`src/rtl/modbus_pkg.sv`:
```
// Shared definitions for the Modbus RTU function handler.
// Holds function codes, exception codes and the handler state encoding.
// No ports; imported by modbus_range_check and modbus_func_handler_gen.
package modbus_pkg;

  localparam logic [7:0] FC_RD_HOLD   = 8'h03;
  localparam logic [7:0] FC_RD_INPUT  = 8'h04;
  localparam logic [7:0] FC_WR_SINGLE = 8'h06;

  localparam logic [7:0] EXC_NONE      = 8'd0;
  localparam logic [7:0] EXC_ILL_FUNC  = 8'd1;
  localparam logic [7:0] EXC_ILL_ADDR  = 8'd2;
  localparam logic [7:0] EXC_ILL_VALUE = 8'd3;
  localparam logic [7:0] EXC_DEV_FAIL  = 8'd4;

  typedef enum logic [2:0] {
    ST_IDLE,
    ST_CHECK,
    ST_READ,
    ST_WRITE,
    ST_WAIT,
    ST_DONE
  } state_t;

endpackage

```
`src/rtl/modbus_range_check.sv`:
```
// Combinational function-code / address / quantity validation.
// Ports: func, addr, qty in; exc (0 = ok), bank_input (1 = input bank),
// is_write (FC06) out. Sums are 17-bit so addr + qty cannot wrap.
module modbus_range_check
  import modbus_pkg::*;
#(
  parameter int          N_HOLD     = 4,
  parameter int          N_INPUT    = 4,
  parameter logic [15:0] HOLD_BASE  = 16'h0001,
  parameter logic [15:0] INPUT_BASE = 16'h0001,
  parameter int          MAX_QTY    = 16
) (
  input  logic [7:0]  func,
  input  logic [15:0] addr,
  input  logic [15:0] qty,
  output logic [7:0]  exc,
  output logic        bank_input,
  output logic        is_write
);

  logic [16:0] a17;
  logic [16:0] q17;
  logic [16:0] hold_lo;
  logic [16:0] hold_end;
  logic [16:0] in_lo;
  logic [16:0] in_end;

  assign a17      = {1'b0, addr};
  assign q17      = {1'b0, qty};
  assign hold_lo  = {1'b0, HOLD_BASE};
  assign hold_end = {1'b0, HOLD_BASE} + 17'(N_HOLD);
  assign in_lo    = {1'b0, INPUT_BASE};
  assign in_end   = {1'b0, INPUT_BASE} + 17'(N_INPUT);

  always_comb begin
    exc        = EXC_NONE;
    bank_input = 1'b0;
    is_write   = 1'b0;
    case (func)
      FC_RD_HOLD: begin
        if (q17 == 17'd0 || q17 > 17'(MAX_QTY))
          exc = EXC_ILL_VALUE;
        else if (a17 < hold_lo || a17 + q17 > hold_end)
          exc = EXC_ILL_ADDR;
      end
      FC_RD_INPUT: begin
        bank_input = 1'b1;
        if (q17 == 17'd0 || q17 > 17'(MAX_QTY))
          exc = EXC_ILL_VALUE;
        else if (a17 < in_lo || a17 + q17 > in_end)
          exc = EXC_ILL_ADDR;
      end
      FC_WR_SINGLE: begin
        is_write = 1'b1;
        if (a17 < hold_lo || a17 >= hold_end)
          exc = EXC_ILL_ADDR;
      end
      default: exc = EXC_ILL_FUNC;
    endcase
  end

endmodule

```
`src/rtl/modbus_func_handler_gen.sv`:
```
// Modbus RTU slave function handler: FC03/FC04 reads into TX RAM, FC06 writes.
// Ports: request in (rx_message_done/func_code/addr/data, exception_done/_in),
// register banks in, register write strobe + ack, TX RAM write port, result out.
module modbus_func_handler_gen
  import modbus_pkg::*;
#(
  parameter int          N_HOLD     = 4,
  parameter int          N_INPUT    = 4,
  parameter logic [15:0] HOLD_BASE  = 16'h0001,
  parameter logic [15:0] INPUT_BASE = 16'h0001,
  parameter int          MAX_QTY    = 16,
  parameter int          DP_AW      = 8,
  parameter int          WR_TIMEOUT = 1000
) (
  input  logic                  clk_in,
  input  logic                  rst_n_in,
  input  logic                  rx_message_done,
  input  logic [7:0]            func_code,
  input  logic [15:0]           addr,
  input  logic [15:0]           data,
  input  logic                  exception_done,
  input  logic [7:0]            exception_in,
  input  logic [16*N_HOLD-1:0]  hold_regs,
  input  logic [16*N_INPUT-1:0] input_regs,
  output logic                  reg_wen,
  output logic [5:0]            reg_waddr,
  output logic [15:0]           reg_wdat,
  input  logic                  reg_w_done,
  input  logic                  reg_w_status,
  output logic                  dpram_wen,
  output logic [DP_AW-1:0]      dpram_addr,
  output logic [15:0]           dpram_wdata,
  output logic [7:0]            tx_quantity,
  output logic [7:0]            exception_out,
  output logic [7:0]            func_code_r,
  output logic                  handler_done
);

  localparam int TW = $clog2(WR_TIMEOUT + 1);

  state_t        state;
  logic [15:0]   addr_q;
  logic [15:0]   data_q;
  logic [6:0]    cnt;
  logic [TW-1:0] timer;

  logic [7:0]    chk_exc;
  logic          bank_input;
  logic          is_write;
  logic [15:0]   off;
  logic [15:0]   rd_idx;
  logic [15:0]   rd_word;

  modbus_range_check #(
    .N_HOLD     (N_HOLD),
    .N_INPUT    (N_INPUT),
    .HOLD_BASE  (HOLD_BASE),
    .INPUT_BASE (INPUT_BASE),
    .MAX_QTY    (MAX_QTY)
  ) u_range_check (
    .func       (func_code_r),
    .addr       (addr_q),
    .qty        (data_q),
    .exc        (chk_exc),
    .bank_input (bank_input),
    .is_write   (is_write)
  );

  // Offset of the first requested register within its bank; cnt walks the
  // request, so rd_idx is the word staged next into the TX RAM.
  assign off    = bank_input ? (addr_q - INPUT_BASE) : (addr_q - HOLD_BASE);
  assign rd_idx = off + {9'd0, cnt};

  // Mux by comparison so an out-of-range index can never select past the bank.
  always_comb begin
    rd_word = 16'd0;
    if (bank_input) begin
      for (int k = 0; k < N_INPUT; k++)
        if (rd_idx == 16'(k)) rd_word = input_regs[16*k +: 16];
    end else begin
      for (int k = 0; k < N_HOLD; k++)
        if (rd_idx == 16'(k)) rd_word = hold_regs[16*k +: 16];
    end
  end

  always_ff @(posedge clk_in or negedge rst_n_in) begin
    if (!rst_n_in) begin
      state         <= ST_IDLE;
      addr_q        <= 16'd0;
      data_q        <= 16'd0;
      cnt           <= 7'd0;
      timer         <= '0;
      reg_wen       <= 1'b0;
      reg_waddr     <= 6'd0;
      reg_wdat      <= 16'd0;
      dpram_wen     <= 1'b0;
      dpram_addr    <= '0;
      dpram_wdata   <= 16'd0;
      tx_quantity   <= 8'd0;
      exception_out <= 8'd0;
      func_code_r   <= 8'd0;
      handler_done  <= 1'b0;
    end else begin
      reg_wen      <= 1'b0;
      handler_done <= 1'b0;
      case (state)
        ST_IDLE: begin
          if (rx_message_done) begin
            func_code_r <= func_code;
            addr_q      <= addr;
            data_q      <= data;
          end
          if (exception_done) begin
            cnt <= 7'd0;
            if (exception_in != 8'd0) begin
              exception_out <= exception_in;
              tx_quantity   <= 8'd0;
              handler_done  <= 1'b1;
              state         <= ST_DONE;
            end else begin
              state <= ST_CHECK;
            end
          end
        end
        ST_CHECK: begin
          if (chk_exc != EXC_NONE) begin
            exception_out <= chk_exc;
            tx_quantity   <= 8'd0;
            handler_done  <= 1'b1;
            state         <= ST_DONE;
          end else if (is_write) begin
            // Strobe is registered here so it is high in the WRITE cycle.
            reg_wen   <= 1'b1;
            reg_waddr <= off[5:0];
            reg_wdat  <= data_q;
            state     <= ST_WRITE;
          end else begin
            dpram_wen   <= 1'b1;
            dpram_addr  <= '0;
            dpram_wdata <= rd_word;
            cnt         <= 7'd1;
            state       <= ST_READ;
          end
        end
        ST_READ: begin
          if (cnt == data_q[6:0]) begin
            dpram_wen     <= 1'b0;
            tx_quantity   <= data_q[7:0];
            exception_out <= EXC_NONE;
            handler_done  <= 1'b1;
            state         <= ST_DONE;
          end else begin
            dpram_addr  <= DP_AW'(cnt);
            dpram_wdata <= rd_word;
            cnt         <= cnt + 7'd1;
          end
        end
        ST_WRITE: begin
          timer <= '0;
          state <= ST_WAIT;
        end
        ST_WAIT: begin
          // An acknowledge in the timeout cycle still wins.
          if (reg_w_done) begin
            exception_out <= reg_w_status ? EXC_DEV_FAIL : EXC_NONE;
            tx_quantity   <= reg_w_status ? 8'd0 : 8'd1;
            handler_done  <= 1'b1;
            state         <= ST_DONE;
          end else if (timer == TW'(WR_TIMEOUT)) begin
            exception_out <= EXC_DEV_FAIL;
            tx_quantity   <= 8'd0;
            handler_done  <= 1'b1;
            state         <= ST_DONE;
          end else begin
            timer <= timer + 1'b1;
          end
        end
        ST_DONE: state <= ST_IDLE;
        default: state <= ST_IDLE;
      endcase
    end
  end

endmodule

```
`config.mk`:
```
export PLATFORM = sky130hd
export DESIGN_NAME = modbus_func_handler_gen
export DESIGN_NICKNAME = d
export VERILOG_FILES = /design/src/rtl/modbus_pkg.sv /design/src/rtl/modbus_range_check.sv /design/src/rtl/modbus_func_handler_gen.sv
export SDC_FILE = /design/constraint.sdc
export NUM_CORES = 1
export LEC_CHECK = 0
export CORE_MARGIN = 1.5
export CORE_UTILIZATION = 46
export CTS_CLUSTER_DIAMETER = 40
export DETAILED_ROUTE_END_ITERATION = 7
export GPL_TIMING_DRIVEN = 0
export HOLD_SLACK_MARGIN = 0.03
export PLACE_DENSITY = 0.78
export SLEW_MARGIN = 30
export SYNTH_ARGS = -nofsm -noshare
export SYNTH_HDL_FRONTEND = slang
export SYNTH_SLANG_ARGS = --single-unit
```
`constraint.sdc`:
```
create_clock -name clk_in -period 4.9 [get_ports clk_in]
set_input_delay 0.98 -clock clk_in [delete_from_list [all_inputs] [get_ports clk_in]]
set_output_delay 0.98 -clock clk_in [all_outputs]
set_load 0.05 [all_outputs]
```
==> results.yml <==
final_layout:
  postLayoutCellArea_sq_mm: 0.0120
  num-fill-cells: 1453
  instances_no_fill: 1373
  area_growth_pct: 41.2
  final_cell_mix: "clkdlybuf4s50_1 (252), dfrtp_1 (124), mux2_2 (75)"
  fin_util_pct: 66.5
  num-nets-final: 1343
  antenna_cells: 0
  final_common_cell: "clkdlybuf4s50_1"
  layout-drive-gt1-share_pct: 15.0
flow_run:
  drv_cap: 0
yosys:
  synth_flop_cell: "dfrtp_1"
  yosys_warnings: 0
  synth_top_cell_area_share_pct: 36.5
  syn_area_per_cell_sq_um: 9.91
  synth_edf_count: 0
  yosys_register_bits: 124
  postSynth.asyncResetShare_pct: 100
  synthesis.area_sq_mm: 0.00849
  synthTopCellsByArea: "dfrtp_1 (37%), mux2_2 (9.9%), mux4_2 (4.2%)"
  synth.largest_area_cell: "dfrtp_1"
  seq_area_frac_synth_pct: 36.5
  synth_nets: 1069
  syn-instance-count: 857
  ys_types: 84
clock_network:
  numCtsBuffers: 17
  clkTransAtPathRegs_ns: 0.06
  clock_latency_ns: 0.42
  cts_tree: "yes"
  cts.sinks: 124
  cts_root_buffer: "clkbuf_16"
  clockBufferDepth: 2
  htree_levels: 4
route:
  wirelength_mm: 26.1
  drtAntennaViolNets: 0
  vias: 7998
  drc: 0
  wl_per_cell_microns: 19.0
  drt_iter0_markers: 603
  vias_per_cell: 5.83
  first_pass_iters: 5
setup_path:
  worstSetupPathType: "reg -> reg"
  cp_max_fo: 10
  endpoint_kind: "register"
  required_ns: 5.22
  worst_setup_path_start_kind: "register"
  cp.arrival_ns: 4.96
floorplan:
  fp-row-count: 49
  die_y_microns: 139
  start_util_pct: 47.1
  io_pins: 255
  die_width_microns: 139
  core-area_sq_mm: 0.0180
  die_area_sq_mm: 0.0193
placement:
  numPortBuffers: 253
  placed_cells: 1341
  gp_congestion: 0.925
  dp_hpwl_mm: 20.2
  post_dp_cell_area_sq_mm: 0.0114
grt:
  grt_pass1_wl_mm: 41.9
  grt_usage_pct: 27.3
  overflow: 0
  antenna_found_initial: 0
  grt_max_degree: 64
  first_global_vias: 7911
pwr:
  clockPowerShare_pct: 16.4
  finalPower_mw: 7.76
  p_int_mw: 4.22
  p_sw_mw: 3.54
  power_frac_seq_pct: 22.0
  p_comb_share_pct: 61.6
  ir_drop_mv: 0.478
  power_density_mw_per_mm2: 647
  p_leak_nw: 4.85
  switching_share_pct: 45.6
timing:
  tightestPinTransition_ns: 0.780
  slew_headroom_pct: 48.0
  setup_viol_count_final: 0
  fmax_ghz: 0.216
  hold_violations: 0
  rsz0062_at_grt: "false"
  fin_crit_sh_pct: 94.7
  fin_crit_ns: 4.64
  timing.hold.ws_ns: 0.471
  skew_ns: 0.00745
  drv_slew: 0
worst_hold_path:
  hold_class: "in -> async"
run_status:
  run_status: "completed"
-- registers in the layout (all words and copies together), names as in the netlist, 8 cells and up --
signal         count
timer             10
tx_quantity        8
func_code_r        8
reg_wdat          16
exception_out      8
dpram_wdata       16
addr_q            16
data_q            16
-- power groups by stage --
stage	registers (mW)	logic [mW]	clock network, mW
2_1_floorplan	2.01	3.09	0
3_3_place_gp	1.71	4.68	0
4_1_cts	1.70	4.76	1.28
5_1_grt	1.75	5.18	1.34
6_report	1.71	4.79	1.27
3_5_place_dp	1.71	4.73	0
-- through the flow --
stage          TNS, ns  setup WS, ns
6_report             0         0.261
5_1_grt              0       0.00925
4_1_cts              0         0.128
3_5_place_dp     -2.92        -0.304
3_3_place_gp   -252.26         -2.03
2_1_floorplan        0         0.681
-- synthesized netlist by cell type, drive strengths merged, types with 21 or more instances --
library cell,count
dfrtp,124
mux2,79
nor2,65
nand2,43
o21ai,43
clkbuf,36
inv,34
mux2i,31
ha,28
nand3,28
a21oi,25
o31ai,22
xor2,21
-- per-layer routing --
layer / global-route usage, % / vias to the layer above / part of all wire (%)
li1: - / 3744 / -
met3: 5.42 / 44 / 6.9
met1: 34.9 / 3876 / 42
met5: 0 / - / 0
met4: 7.51 / 0 / 1.8
met2: 47.2 / 334 / 49
-- final cells by class --
| type | count | area, sq um | area share, % |
|---|---|---|---|
| clock inverters | 14 | 159 | 1.33 |
| repair buffers | 256 | 2580 | 21.5 |
| inverters | 34 | 128 | 1.06 |
| multi-input cells | 645 | 5040 | 42.1 |
| clock buffers | 18 | 439 | 3.66 |
| well taps | 229 | 287 | 2.39 |
| flip-flops and latches | 124 | 3100 | 25.9 |
| plain buffers | 53 | 255 | 2.13 |
-- timing repair --
item | CTS | global route
resized for setup | 1 | 4
setup buffers | 1 | 0
hold buffers | 0 | 0
setup endpoints to repair | 16 | 16
pin swaps | 1 | 0
-- kinds of logic (layout without fill, tap and decap cells) --
family                   count (synthesis)  after routing  share of synthesized area, %
multiplexers                           126            126                          18.6
AO/OA/AOI/OAI                          183            183                          14.7
flip-flops                             124            124                          36.5
XOR/XNOR                                32             32                          3.30
other                                    1              1                        0.0442
buffers and inverters                   88            375                          4.52
adder cells (fa/ha/maj)                 30             30                          4.60
AND/OR/NAND/NOR                        273            273                          17.7
-- critical path, cell delays in order (launching register included) --
cell,delay (ns)
dfrtp_1,0.38
buf_2,0.19
or4_1,0.57
buf_2,0.23
nor2_1,0.13
xor2_1,0.17
ha_1,0.31
o21a_1,0.15
o21a_1,0.17
a21oi_1,0.34
xor2_1,0.28
o21ai_0,0.16
a211oi_2,0.24
nand4_1,0.23
nand4bb_1,0.26
clkbuf_1,0.23
buf_2,0.24
o31ai_1,0.27
-- final timing paths --
| kind | from | end | slack (ns) | depth (start not counted) |
|---|---|---|---|---|
| min in group clk_in | reg_waddr[4] | reg_waddr[4] | 0.49 | 1 |
| max in group asynchronous | rst_n_in | addr_q[15] | 3.74 | 2 |
| hold / removal | rst_n_in | timer[7] | 0.47 | 1 |
| setup reg to reg | addr_q[2] | dpram_wdata[4] | 0.26 | 17 |
| setup / recovery | addr_q[2] | dpram_wdata[4] | 0.26 | 17 |
| hold reg to reg | reg_waddr[4] | reg_waddr[4] | 0.49 | 1 |
(Power assumes the default switching activity.)
